$ cat config.mk
export PLATFORM = sky130hd
export DESIGN_NAME = vp_mant_mult_pipe
export DESIGN_NICKNAME = d
export VERILOG_FILES = /design/src/rtl/vp_mult_pkg.sv /design/src/rtl/vp_booth_pp.sv /design/src/rtl/vp_mant_mult_pipe.sv
export SDC_FILE = /design/constraint.sdc
export NUM_CORES = 1
export LEC_CHECK = 0
export BUFFER_PORTS_ARGS = -buffer_cell sky130_fd_sc_hd__buf_2
export CAP_MARGIN = 0
export CORE_MARGIN = 3
export CORE_UTILIZATION = 55
export DETAILED_ROUTE_END_ITERATION = 6
export PLACE_DENSITY = 0.77
export SETUP_SLACK_MARGIN = 0.1
export SLEW_MARGIN = 20
export SYNTH_ARGS = -nofsm -noshare
export SYNTH_HDL_FRONTEND = slang
export SYNTH_SLANG_ARGS = --single-unit
$ cat constraint.sdc
create_clock -name clk -period 5.8 [get_ports clk]
set_input_delay 1.16 -clock clk [delete_from_list [all_inputs] [get_ports clk]]
set_output_delay 1.16 -clock clk [all_outputs]
set_load 0.02 [all_outputs]
$ cat src/rtl/vp_mult_pkg.sv
// vp_mult_pkg: shared widths, Booth select encoding and partial-product
// select type for the masked Booth mantissa multiplier.
package vp_mult_pkg;

    typedef struct packed {
        logic neg;
        logic two;
        logic one;
    } pp_t;

    localparam pp_t SEL_ZERO = pp_t'(3'b000);
    localparam pp_t SEL_POS1 = pp_t'(3'b001);
    localparam pp_t SEL_POS2 = pp_t'(3'b010);
    localparam pp_t SEL_NEG1 = pp_t'(3'b101);
    localparam pp_t SEL_NEG2 = pp_t'(3'b110);

    function automatic int prod_w(input int mant_w);
        return 2 * mant_w + 1;
    endfunction

    function automatic int mask_w(input int mant_w, input int trunc_lsb);
        return prod_w(mant_w) - trunc_lsb - 1;
    endfunction

    // ceil((mant_w+1)/2) radix-4 digits cover the zero-extended magnitude
    function automatic int num_pp(input int mant_w);
        return (mant_w + 2) / 2;
    endfunction

    function automatic pp_t booth_sel(input logic [2:0] grp);
        case (grp)
            3'b001, 3'b010: return SEL_POS1;
            3'b011:         return SEL_POS2;
            3'b100:         return SEL_NEG2;
            3'b101, 3'b110: return SEL_NEG1;
            default:        return SEL_ZERO;
        endcase
    endfunction

endpackage

$ cat src/rtl/vp_booth_pp.sv
// vp_booth_pp: one radix-4 Booth partial product of an unsigned
// magnitude, returned as a (MANT_W+3)-bit two's-complement value.
module vp_booth_pp
    import vp_mult_pkg::*;
#(
    parameter int MANT_W = 8
) (
    input  logic [MANT_W:0]   a,
    input  logic [2:0]        grp,
    output logic [MANT_W+2:0] pp
);

    pp_t               sel;
    logic [MANT_W+2:0] mag;

    always_comb begin
        sel = booth_sel(grp);
        mag = '0;
        if (sel.two) begin
            mag = {1'b0, a, 1'b0};
        end else if (sel.one) begin
            mag = {2'b00, a};
        end
        pp = sel.neg ? -mag : mag;
    end

endmodule

$ cat src/rtl/vp_mant_mult_pipe.sv
// vp_mant_mult_pipe: pipelined masked Booth mantissa multiplier, redundant out.
// VP_MANT_MULT_CPA_EN adds a carry-propagate stage and the prod port.
module vp_mant_mult_pipe
    import vp_mult_pkg::*;
#(
    parameter  int MANT_W    = 8,
    parameter  int TRUNC_LSB = 5,
    localparam int PROD_W    = prod_w(MANT_W),
    localparam int MASK_W    = mask_w(MANT_W, TRUNC_LSB)
) (
    input  logic              clk,
    input  logic              rst_n,
    input  logic              in_valid,
    output logic              in_ready,
    input  logic [MASK_W-1:0] mask,
    input  logic [MANT_W-1:0] manta,
    input  logic [MANT_W-1:0] mantb,
    output logic              out_valid,
    input  logic              out_ready,
    output logic [PROD_W-1:0] mults,
    output logic [PROD_W-1:0] multc,
`ifdef VP_MANT_MULT_CPA_EN
    output logic [PROD_W-1:0] prod,
`endif
    output logic              out_sign
);

    localparam int MAG_W = MANT_W + 1;
    localparam int PP_W  = MANT_W + 3;
    localparam int NPP   = num_pp(MANT_W);
    localparam int EXT_W = 2 * NPP + 1;

    logic              adv;
    logic              s1_valid;
    logic [MAG_W-1:0]  s1_ma;
    logic [MAG_W-1:0]  s1_mb;
    logic [MASK_W-1:0] s1_mask;
    logic              s1_sign;
    logic [MANT_W-1:0] ma_neg;
    logic [MANT_W-1:0] mb_neg;
    logic [EXT_W-1:0]  mb_ext;
    logic [PROD_W-1:0] tmask;
    logic [PROD_W-1:0] pp_m [NPP];
    logic [PROD_W-1:0] cs;
    logic [PROD_W-1:0] ct;
    logic [PROD_W-1:0] cc;

    assign adv      = !out_valid || out_ready;
    assign in_ready = adv;
    assign ma_neg   = -manta;
    assign mb_neg   = -mantb;

    always_ff @(posedge clk) begin
        if (!rst_n) begin
            s1_valid <= 1'b0;
        end else if (adv) begin
            s1_valid <= in_valid;
        end
    end

    always_ff @(posedge clk) begin
        if (adv) begin
            s1_ma   <= {1'b0, manta[MANT_W-1] ? ma_neg : manta};
            s1_mb   <= {1'b0, mantb[MANT_W-1] ? mb_neg : mantb};
            s1_mask <= mask;
            s1_sign <= manta[MANT_W-1] ^ mantb[MANT_W-1];
        end
    end

    // b[-1] = 0 below the LSB, zero padding above the magnitude
    assign mb_ext = EXT_W'({s1_mb, 1'b0});
    assign tmask  = {1'b1, s1_mask, {TRUNC_LSB{1'b0}}};

    for (genvar i = 0; i < NPP; i++) begin : g_pp
        logic [PP_W-1:0] raw;

        vp_booth_pp #(
            .MANT_W(MANT_W)
        ) u_booth (
            .a  (s1_ma),
            .grp(mb_ext[2*i +: 3]),
            .pp (raw)
        );

        assign pp_m[i] = ({{(PROD_W-PP_W){raw[PP_W-1]}}, raw} << (2 * i)) & tmask;
    end

    // linear 3:2 chain; each carry re-enters the next level at weight x2
    always_comb begin
        cs = pp_m[0];
        ct = pp_m[1];
        cc = '0;
        for (int i = 2; i < NPP; i++) begin
            cc = (cs & ct) | (cs & pp_m[i]) | (ct & pp_m[i]);
            cs = cs ^ ct ^ pp_m[i];
            ct = cc << 1;
        end
    end

`ifdef VP_MANT_MULT_CPA_EN
    logic              s2_valid;
    logic [PROD_W-1:0] s2_s;
    logic [PROD_W-1:0] s2_c;
    logic              s2_sign;

    always_ff @(posedge clk) begin
        if (!rst_n) begin
            s2_valid <= 1'b0;
        end else if (adv) begin
            s2_valid <= s1_valid;
        end
    end

    always_ff @(posedge clk) begin
        if (adv) begin
            s2_s    <= cs;
            s2_c    <= cc;
            s2_sign <= s1_sign;
        end
    end

    always_ff @(posedge clk) begin
        if (!rst_n) begin
            out_valid <= 1'b0;
            mults     <= '0;
            multc     <= '0;
            prod      <= '0;
            out_sign  <= 1'b0;
        end else if (adv) begin
            out_valid <= s2_valid;
            mults     <= s2_s;
            multc     <= s2_c;
            prod      <= s2_s + {s2_c[PROD_W-2:0], 1'b0};
            out_sign  <= s2_sign;
        end
    end
`else
    always_ff @(posedge clk) begin
        if (!rst_n) begin
            out_valid <= 1'b0;
            mults     <= '0;
            multc     <= '0;
            out_sign  <= 1'b0;
        end else if (adv) begin
            out_valid <= s1_valid;
            mults     <= cs;
            multc     <= cc;
            out_sign  <= s1_sign;
        end
    end
`endif

endmodule
==> metrics.md <==
| Metric | Value |
|---|---|
| # DRC | `0` |
| CTS clk-pin slew, worst paths | `0.10 ns` |
| Post-CTS setup buffer count | `0` |
| Slew Viols, Final | `0` |
| Final worst path period need | `4.80 ns` |
| Most common cell after layout, fill and taps aside | `nand2_1` |
| Post-synthesis cell area | `4550 um2` |
| Via Count | `3,840` |
| Final Util | `61.3%` |
| Crit-path max FO | `24` |
| Slowest CP cell | `edfxtp_1` |
| DRT iter0 DRCs | `260` |
| Syn avg cell area | `8.86 um2` |
| Die Y | `97 um` |
| Wl on met1 | `4.73 mm` |
| Cts bufs inserted | `5` |
| Post-synth ARST share | `0%` |
| Antenna Nets Post-Route | `0` |
| Cell family with most CP delay | `adder cells` |
| Part of the power in combinational logic | `46.2%` |
| Synth unique cells | `72` |
| Reg area | `1340 um2` |
| Ports | `68` |
| PostCTS Resize Cnt | `0` |
| IO buf count | `55` |
| Flop pwr share | `38.3%` |
| Seq cells post-synth | `53` |
| Die Area | `9410 um2` |
| Net Sw Power | `0.588 mW` |
| Filler Cells Inserted | `708` |
| ANT cells | `0` |
| Largest net degree at the start of global routing | `69` |
| GRT Util Overall | `23.3%` |
| Switching share of power | `41.8%` |
| Final WL | `10.8 mm` |
| Kind of critical path | `reg -> reg` |
| Worst path bufs/invs | `2` |
| DR vias/cell | `5.96` |
| RSZ-0062 raised after global routing | `false` |
| Hold Buf Count CTS | `0` |
| Routed met2 length | `5.40 mm` |
| Relative slew slack | `39.1%` |
| Sequential-to-total area share from yosys stat | `29.5%` |
| Setup-failing EPs final | `0` |
| Clock power share | `15.6%` |
| Top sig layer | `met4` |
| CP required | `6.02 ns` |
| Grt ovf | `0` |
| Critical Path End Type | `register` |
| Pre-antenna DRT Iters | `5` |
| Hold Fails Final Rpt | `0` |
| Slew at the pin with the worst max-slew slack | `0.912 ns` |
| Global-route wire length before repair | `18.0 mm` |
| Internal power | `0.818 mW` |
| Multi-input gate area | `2910 um2` |
| CP Launch Type | `register` |
| Most used DFF post-synth | `edfxtp_1` |
| Routability cong. | `0.950` |
| Starting density of the core | `57.7%` |
| Post-synth EDFFs | `28` |
| CP peak stage delay | `0.69 ns` |
| PD cells | `291 nW/um2` |
| Cell Chain, Critical Path | `nor2_1 > nand2_1 > o21ai_0 > a22oi_1 > ha_1 > and4_1 > a31oi_1 > nand2_1 > fa_1 > inv_1 > fa_1 > inv_1 > fa_1 > nand2_1 > o211a_1` |
| Fin nets | `607` |
| Hold Path Class | `reg -> reg` |
| Post-Synthesis Cells | `514` |
| Most frequent cells in the layout | `nand2_1 (102), buf_2 (55), o21ai_0 (31), fa_1 (29), edfxtp_1 (28)` |
| Floorplan core area | `7890 um2` |
| Clock tree from TritonCTS | `yes` |
| Root Buffer | `clkbuf_8` |
| CTS Sinks | `53` |
| Latest clock arrival within the worst-skew pair | `0.32 ns` |
| Longest Clk Path Bufs | `2` |
| Ys Warns | `0` |
| Share of layout cells above drive strength 1 | `14.9%` |
| Skew final | `0.00802 ns` |
| P_leak | `2.08 nW` |
| Post-DP HPWL | `8.16 mm` |
| Clock H-tree levels | `2` |
| Met3 wire len | `529 um` |
| Setup TNS Final | `0 ns` |
| Row count | `32` |
| Outcome | `completed` |
| DR WL/cell | `16.8 um` |
| Crit path DAT | `5.02 ns` |
| Die X | `97 um` |
| Initial antenna violation count | `0` |
| Vias in the first global route | `3,651` |
| Fmax achieved | `208 MHz` |
| Final period utilization | `82.7%` |
| Area grow syn2layout | `6.18%` |
| Max-Cap Viols | `0` |
| Worst vdd ir | `0.000119 V` |
-- Yosys cell counts (3+ instances only) --
cell type | count | area, um2
a21oi_1 | 19 | 95.1
nand3_1 | 14 | 70.1
edfxtp_1 | 28 | 841
nor3b_1 | 4 | 30.0
buf_4 | 13 | 97.6
buf_6 | 4 | 45.0
clkbuf_1 | 23 | 86.3
xor2_1 | 10 | 87.6
a22o_1 | 4 | 35.0
a21o_1 | 3 | 22.5
fa_1 | 29 | 581
inv_1 | 20 | 75.1
nor4_1 | 3 | 18.8
mux2i_1 | 3 | 30.0
a221o_1 | 5 | 50.1
and3_1 | 3 | 18.8
nor2b_1 | 4 | 25.0
a21boi_0 | 10 | 75.1
a221oi_1 | 3 | 26.3
o211a_1 | 16 | 160
or3_1 | 4 | 25.0
and2_1 | 6 | 37.5
xnor2_1 | 19 | 166
o21bai_1 | 3 | 22.5
dfxtp_1 | 25 | 500
a22oi_1 | 9 | 67.6
nand2_1 | 102 | 383
o21a_1 | 5 | 37.5
nor2_1 | 14 | 52.6
o21ai_0 | 31 | 155
o21ai_1 | 3 | 15.0
o31ai_1 | 3 | 22.5
nand2b_1 | 3 | 18.8
buf_2 | 8 | 40.0
a31oi_1 | 6 | 37.5
ha_1 | 6 | 75.1
nor3_1 | 5 | 25.0
-- worst reg2reg max path: stages (launching register included) --
cell	delay [ns]
edfxtp_1	0.69
nor2_1	0.51
nand2_1	0.17
o21ai_0	0.28
a22oi_1	0.20
ha_1	0.29
and4_1	0.23
a31oi_1	0.34
nand2_1	0.14
fa_1	0.49
inv_1	0.06
fa_1	0.53
inv_1	0.05
fa_1	0.52
nand2_1	0.05
o211a_1	0.15
-- path summary, 6_finish.rpt --
| check | from | endpoint | slack (ns) | cells after the start |
|---|---|---|---|---|
| min reg2reg | multc[7] | multc[7] | 0.46 | 2 |
| min | multc[7] | multc[7] | 0.46 | 2 |
| max reg2reg | s1_mb[3] | mults[14] | 1.00 | 15 |
| max | s1_mb[3] | mults[14] | 1.00 | 15 |
-- layer usage --
layer	track usage, %	up-vias
li1	-	1845
met1	30.9	1850
met2	39.4	128
met3	3.17	17
met4	7.56	0
met5	0	-
-- logic make-up after synthesis --
| kind of cell | count (synthesis) | share of synthesized area (%) |
|---|---|---|
| AOI/OAI and AO/OA | 141 | 22.0 |
| other | 1 | 0.0823 |
| xor gates and xnor gates | 31 | 6.29 |
| DFF | 53 | 29.5 |
| buffers and inverters | 69 | 7.64 |
| and+or+nand+nor | 179 | 19.0 |
| adders and majority gates | 35 | 14.4 |
| muxes | 5 | 1.15 |
-- sequential cells by signal, summed over array words and instances (netlist names) --
register   flops
multc         10
mults         12
out_sign       1
out_valid      1
s1_ma          8
s1_mask       11
s1_mb          8
s1_sign        1
s1_valid       1
-- final cells by class --
cell class                      count  area share (%)
Inverter                           20            1.55
Timing Repair Buffer               58            6.16
Sequential cell                    53            27.7
Multi-Input combinational cell    403            60.1
Tap cell                          102            2.64
Clock inverter                      2           0.285
Clock buffer                        6            1.53
-- through the flow --
stage	total power [mW]	std cells	hold WS [ns]	instance area, um2	worst slack, ns
after global placement	1.18	636	0.449	4750	1.17
after global routing	1.52	644	0.494	4840	0.693
final	1.41	644	0.464	4840	1.00
after floorplan	1.03	525	0.441	4600	1.67
after CTS	1.42	644	0.469	4840	1.05
after detailed placement	1.20	636	0.454	4750	1.07
-- power by group through the flow --
stage | clock (mW) | sequential (mW) | combinational (mW)
floorplan | 0 | 0.545 | 0.490
global placement | 0 | 0.542 | 0.635
detailed placement | 0 | 0.544 | 0.652
CTS | 0.226 | 0.536 | 0.655
global route | 0.240 | 0.548 | 0.736
finish | 0.219 | 0.538 | 0.649
(Power assumes the default switching activity.)
